===== src/rtl/updown_mod_counter.sv =====
// rtl/updown_mod_counter.sv - modulo MAX+1 up/down counter with lockstep BCD digits
module updown_mod_counter #(
    parameter int WIDTH   = 8,
    parameter int MAX     = 99,
    parameter int NDIGITS = 2
) (
    input  logic                   clk_1Hz,
    input  logic                   reset,
    input  logic                   en,
    input  logic                   updown,
    input  logic                   load,
    input  logic [WIDTH-1:0]       load_val,
    output logic [WIDTH-1:0]       count,
    output logic [4*NDIGITS-1:0]   bcd,
    output logic                   wrap,
    output logic                   at_term
);

    function automatic longint unsigned pow10(input int n);
        longint unsigned p;
        p = 64'd1;
        for (int i = 0; i < n; i++) begin
            p = p * 64'd10;
        end
        return p;
    endfunction

    // Binary to BCD by repeated division; only used for load values and constants.
    function automatic logic [4*NDIGITS-1:0] to_bcd(input logic [WIDTH-1:0] val);
        logic [4*NDIGITS-1:0] r;
        int unsigned          v;
        r = '0;
        v = 32'(val);
        for (int i = 0; i < NDIGITS; i++) begin
            r[4*i +: 4] = 4'(v % 10);
            v = v / 10;
        end
        return r;
    endfunction

    localparam longint unsigned BIN_SPAN = 64'd1 << WIDTH;
    localparam longint unsigned DEC_SPAN = pow10(NDIGITS);
    localparam longint unsigned MAX_L    = 64'(MAX);

    if (MAX < 1 || BIN_SPAN <= MAX_L || DEC_SPAN <= MAX_L) begin : g_param_check
        $error("updown_mod_counter: MAX must be >= 1 and representable in WIDTH bits and NDIGITS digits");
    end

    localparam logic [WIDTH-1:0]     MAX_W   = WIDTH'(MAX);
    localparam logic [4*NDIGITS-1:0] BCD_MAX = to_bcd(MAX_W);

    logic [WIDTH-1:0]     load_sat;
    logic [4*NDIGITS-1:0] load_bcd;
    logic [4*NDIGITS-1:0] bcd_inc;
    logic [4*NDIGITS-1:0] bcd_dec;
    logic                 carry;
    logic                 borrow;

    assign load_sat = (load_val > MAX_W) ? MAX_W : load_val;
    assign load_bcd = to_bcd(load_sat);
    assign at_term  = updown ? (count == MAX_W) : (count == '0);

    // Per-digit ripple +1 / -1 of the current BCD value (9->0 carries, 0->9 borrows).
    always_comb begin
        bcd_inc = bcd;
        bcd_dec = bcd;
        carry   = 1'b1;
        borrow  = 1'b1;
        for (int i = 0; i < NDIGITS; i++) begin
            if (carry) begin
                if (bcd[4*i +: 4] == 4'd9) begin
                    bcd_inc[4*i +: 4] = 4'd0;
                end else begin
                    bcd_inc[4*i +: 4] = bcd[4*i +: 4] + 4'd1;
                    carry = 1'b0;
                end
            end
            if (borrow) begin
                if (bcd[4*i +: 4] == 4'd0) begin
                    bcd_dec[4*i +: 4] = 4'd9;
                end else begin
                    bcd_dec[4*i +: 4] = bcd[4*i +: 4] - 4'd1;
                    borrow = 1'b0;
                end
            end
        end
    end

    // Count, BCD and wrap state: reset > load > enabled step > hold.
    always_ff @(posedge clk_1Hz) begin
        if (reset) begin
            wrap <= 1'b0;
            if (updown) begin
                count <= '0;
                bcd   <= '0;
            end else begin
                count <= MAX_W;
                bcd   <= BCD_MAX;
            end
        end else if (load) begin
            count <= load_sat;
            bcd   <= load_bcd;
            wrap  <= 1'b0;
        end else if (en) begin
            if (updown) begin
                if (count == MAX_W) begin
                    count <= '0;
                    bcd   <= '0;
                    wrap  <= 1'b1;
                end else begin
                    count <= count + WIDTH'(1);
                    bcd   <= bcd_inc;
                    wrap  <= 1'b0;
                end
            end else begin
                if (count == '0) begin
                    count <= MAX_W;
                    bcd   <= BCD_MAX;
                    wrap  <= 1'b1;
                end else begin
                    count <= count - WIDTH'(1);
                    bcd   <= bcd_dec;
                    wrap  <= 1'b0;
                end
            end
        end else begin
            wrap <= 1'b0;
        end
    end

endmodule


===== config.mk =====
export PLATFORM = sky130hd
export DESIGN_NAME = updown_mod_counter
export DESIGN_NICKNAME = d
export VERILOG_FILES = /design/src/rtl/updown_mod_counter.sv
export SDC_FILE = /design/constraint.sdc
export NUM_CORES = 1
export LEC_CHECK = 0
export CORE_ASPECT_RATIO = 0.7
export CORE_MARGIN = 8
export CORE_UTILIZATION = 55
export CTS_BUF_LIST = sky130_fd_sc_hd__clkbuf_16
export CTS_CLUSTER_SIZE = 8
export DETAILED_ROUTE_END_ITERATION = 8
export GPL_ROUTABILITY_DRIVEN = 0
export HOLD_SLACK_MARGIN = 0.05
export PLACE_DENSITY = 0.93
export SYNTH_ARGS = -nofsm -noshare
export SYNTH_HDL_FRONTEND = slang
export SYNTH_SLANG_ARGS = --single-unit

===== constraint.sdc =====
create_clock -name clk_1Hz -period 3 [get_ports clk_1Hz]
set_input_delay 0.6 -clock clk_1Hz [delete_from_list [all_inputs] [get_ports clk_1Hz]]
set_output_delay 0.6 -clock clk_1Hz [all_outputs]
set_load 0.01 [all_outputs]

# Word-level counts from Yosys, hierarchy flattened
# Cells that the tools add are included.
# word_totals
inputBits	13
output_inout_bits	18
regBits	17
word_cells	53
# op_classes
n_reduce_logical	7
div	3
bitwise	1
mux	27
magnitude_cmp	1
eq_ne	4
n_addsub	6
# ops
operator	n
2-to-1 mux 8 bit	14
divider 8 x 4 -> 32 bit (second input constant)	1
remainder unit 32 x 4 -> 32 bit (second input constant)	1
remainder unit 8 x 4 -> 32 bit (second input constant)	1
2-to-1 mux 4 bit	6
adder 4 x 1 -> 4 bit (second input constant)	2
adder 8 x 1 -> 8 bit (second input constant)	1
== test 4 bit (second input constant)	2
== test 8 x 7 -> 1 bit (second input constant)	1
greater-than comparator 8 x 7 -> 1 bit (second input constant)	1
zero test 4 bit	2
zero test 8 bit	1
subtractor 4 x 1 -> 4 bit (second input constant)	2
subtractor 8 x 1 -> 8 bit (second input constant)	1
2-to-1 mux 7 bit	1
2-to-1 mux 1 bit	6
!= test 5 x 2 -> 1 bit (second input constant)	1
nonzero test 5 bit	1
AND reduction 3 bit	1
nonzero test 3 bit	1
OR reduction 3 bit	1
inverter 1 bit	1

# Depth between registers and ports, before layout
# depth
depth_word	8
depth_mapped	7
depth_no_buf	7

# Worst setup path before layout
# OpenSTA, ideal clock, no wires.
# synth_path
path_type	reg2reg
startpoint	register count[0]
endpoint	register bcd[4], enable pin
path_stages_with_launch	8
n_path_buf	0
t_required_ns	2.635
setup_ns	0.365
arrival_time_ns	1.917
setup_slack_ns	0.718
period_less_slack_ns	2.282
path_cell_list	edfxtp_1 inv_1 ha_1 nor3b_1 nand2_1 o41ai_1 o21ai_0 a21boi_0
# synth_via
elab_chain_len	3
elab_cells_between_ends	5
classes_between	eq/ne (2); reduce/logical (3)
# synth_lines
item	line	rtl
from (decl)	13	output logic [WIDTH-1:0] count,
from (signal assigned)	101	count <= load_sat;
from (signal assigned)	111	count <= count + WIDTH'(1);
from (signal assigned)	121	count <= count - WIDTH'(1);
== test 8 x 7 -> 1 bit / zero test 8 bit (equally long branches)	106, 116	
!= test 5 x 2 -> 1 bit (no line) / nonzero test 5 bit (equally long branches)	--	
AND reduction 3 bit (no line) *	--	
to (signal assigned)	102	bcd <= load_bcd;
to (signal assigned)	112	bcd <= bcd_inc;
to (decl)	14	output logic [4*NDIGITS-1:0] bcd,
# Mark *: on every way between the ends. The rest lies on a longest branch, timed or not.
# A chain may end at the register's enable or synchronous reset.

# Final worst setup path
# layout_path
startpoint	register count[0]
endpoint	output at_term
# layout_via
elab_chain_len	2
elab_cells_between_ends	3
classes_between	eq/ne (1); mux (1); reduce/logical (1)
# layout_lines
item	line	rtl
== test 8 x 7 -> 1 bit / zero test 8 bit (equally long branches)	61	assign at_term = updown ? (count == MAX_W) : (count == '0);
2-to-1 mux 1 bit *	61	
to (decl)	16	output logic at_term
# Marked as above.

==> results.toml <==
[sta]
post-route-min-period_ns = 2.851
fin_skew_ns = 0.001921
rsz0062_at_grt = "no"
tns_ns = 0
max_freq_mhz = 350.7
setup_viol = 0
finalHoldViolations = 0
relSlewSlack = 0.4990
fin_crit_sh = 0.9505
maxSlewViolCount = 0
worst_pin_slew_ns = 0.7448

[synthesis]
avgSynthCellArea_sq_um = 7.759
yosys_warnings = 0
syn-num-nets = 274
synth-edff-count = 16
ys_ff_latch = 17
syn_area_sq_mm = 0.002002
synth_ff_type = "edfxtp_1"
synthArstFlopShare = 0
ys_types = 63
syn-instance-count = 258
ys_seq_area_frac = 0.2500

[global_routing]
overflow = 0
grt_max_degree = 18
grt_pass1_wl_microns = 9936
antenna_found_initial = 0
grt_usage = 0.2129
grt_pass1_vias = 1997

[layout]
layout.cells.non_filler = 333
area_growth_syn_to_layout_pct = 22.62
layout_commonest_cell = "clkdlybuf4s50_1"
drive_gt1_frac = 0.1201
layout_common_cells = "clkdlybuf4s50_1 (30), nor2_1 (19), o21ai_0 (17), buf_4 (17)"
nets = 300
diodes = 0

[floorplan]
core-area_sq_mm = 0.003513
ios = 31
dieHeight_microns = 66.48
initial_core_util = 0.5698
die-area_sq_mm = 0.005857
fp-row-count = 18
die_w_microns = 88.11

[clocking]
clk_pin_slew_ns = 0.05
cts_buffers = 3
cts.sinks = 17
cts_tree = "done"
clk_latency_ns = 0.25
holdBufCountCts = 0
cts.htree.levels = 1
cts-root-buf = "clkbuf_16"
clk_path_buf_depth = 2

[routing]
drt_iter0_markers = 327
via_count = 2186
routedWlPerCell_microns = 18.13
drt_pass1_iterations = 6
viasPerCell = 6.565
antenna_left = 0
drc = 0
wirelength_microns = 6036

[pwr]
switchingPower_mw = 0.3641
power_density_mw_per_mm2 = 419.0
pwr-share-seq = 0.341
combinationalPowerShare = 0.395
p_total_mw = 1.029
internal-power_mw = 0.6644
clock_power_share = 0.265
power_leakage_nw = 0.8852
swShare = 0.3540
peakVddDrop_mv = 0.2823

[placed_design]
dpl.hpwl_microns = 4505
port-buffer-count = 30
post-place-cells = 329

[flow_run]
maxCapViolCount = 0

[worst_setup_path]
worstPathRequired_ns = 2.40
arrival_ns = 2.25
endpoint_kind = "primary output"
cp_top_family = "buffers and inverters"
cp_slowest_cell = "clkdlybuf4s50_1"
max_stage_delay_ns = 0.57
critPathMaxFanout = 6
crit_type = "reg2out"
crit_path_start_kind = "flop"
critical_path.cell_chain = "inv_1 > ha_1 > nor3b_2 > nand2_1 > a21oi_1 > clkdlybuf4s50_1"
crit_buf_inv = 2

[min_path]
hp-class = "reg2reg"

[run_status]
status = "finished clean"
==> repair_timing <==
action | 4_1_cts | 5_1_grt
setup endpoints to repair | 0 | 5
gates resized for setup | 0 | 1
buffers inserted | 0 | 0
hold endpoints to repair | 0 | 0
==> sequential cells by signal, indices dropped and copies added, names as in the netlist <==
name and count:
bcd 8, count 8, wrap 1
==> final cells by class <==
type | count | area [sq um]
inverter | 10 | 37.54
fill | 296 | 1059
tap | 50 | 62.56
multi-input combinational | 205 | 1348
clock inverter | 1 | 3.754
sequential | 17 | 500.5
clock buffer | 3 | 75.07
timing repair buffer | 47 | 427.9
==> routing by layer <==
layer,global-route usage,vias up,share of wire
met5,0,-,0
met4,0.04403,0,0.016
met3,0.05405,15,0.13
met2,0.3143,163,0.41
met1,0.3032,992,0.44
li1,-,1016,-
==> synth_stat cells (2+ instances only) <==
cell / instances / area (sq um)
o31a_1: 2 / 17.52
a311oi_1: 2 / 17.52
a21oi_1: 16 / 80.08
a31o_2: 2 / 17.52
nor4_1: 2 / 12.51
or3_1: 3 / 18.77
mux2i_1: 2 / 20.02
a31oi_1: 5 / 31.28
a221oi_2: 3 / 45.04
o21bai_1: 2 / 15.01
nand3_1: 11 / 55.05
and3_1: 2 / 12.51
edfxtp_1: 16 / 480.5
o31ai_1: 5 / 37.54
xor2_1: 8 / 70.07
a21boi_0: 4 / 30.03
nand4_1: 3 / 18.77
nor2b_1: 6 / 37.54
nor2_1: 19 / 71.32
clkbuf_1: 15 / 56.30
nand2b_1: 11 / 68.82
o21a_1: 2 / 15.01
nor3b_1: 3 / 22.52
o221ai_1: 2 / 17.52
o211ai_1: 4 / 30.03
a211oi_1: 6 / 45.04
and2_1: 2 / 12.51
o21ai_0: 17 / 85.08
buf_1: 2 / 7.510
inv_1: 10 / 37.54
xnor2_1: 6 / 52.55
nand2_1: 16 / 60.06
buf_2: 7 / 35.03
nor3_1: 10 / 50.05
ha_1: 3 / 37.54
buf_6: 2 / 22.52
==> path summary, 6_finish.rpt <==
path / start / end / slack, ns / cells past startpoint
worst max-delay path: count[0] / at_term / 0.15 / 6
worst max register to register: count[2] / bcd[5] / 0.30 / 6
worst min-delay path: count[6] / wrap / 0.85 / 4
worst min register to register: count[6] / wrap / 0.85 / 4
==> tightest hold or removal path: stages, from the launching register on <==
cell	delay [ns]
edfxtp_1	0.39
nor3b_2	0.08
nand2_1	0.07
a21oi_1	0.08
and4_1	0.19
==> through the flow <==
step                  util  worst slack (ns)  area (sq um)  hold WS (ns)
finish              0.6987            0.1486          2455        0.8535
global route        0.6987           0.01839          2455        0.8948
global placement    0.6749            0.2803          2371        0.8179
detailed placement  0.6749            0.2664          2371        0.8371
CTS                 0.6973           0.03431          2450        0.8425
floorplan                -            0.7175          2002        0.7885
==> power by group through the flow <==
stage	Sequential, mW	Combinational, mW	Clock, mW
after floorplan	0.333	0.271	0
after global placement	0.347	0.381	0
after detailed placement	0.351	0.395	0
after CTS	0.347	0.398	0.270
after global routing	0.355	0.442	0.280
final	0.350	0.406	0.272
==> kinds of logic (layout without fill, tap and decap cells) <==
kind of cell / after synthesis / count (layout) / synth area share
buffers and inverters: 36 / 61 / 0.07937
AO/OA/AOI/OAI: 86 / 86 / 0.3075
flip-flops: 17 / 17 / 0.2500
XOR/XNOR: 14 / 14 / 0.06125
adder cells (fa/ha/maj): 3 / 3 / 0.01875
multiplexers: 2 / 2 / 0.01000
AND/OR/NAND/NOR: 100 / 100 / 0.2731
No activity file was read; power rests on OpenSTA's default activity.
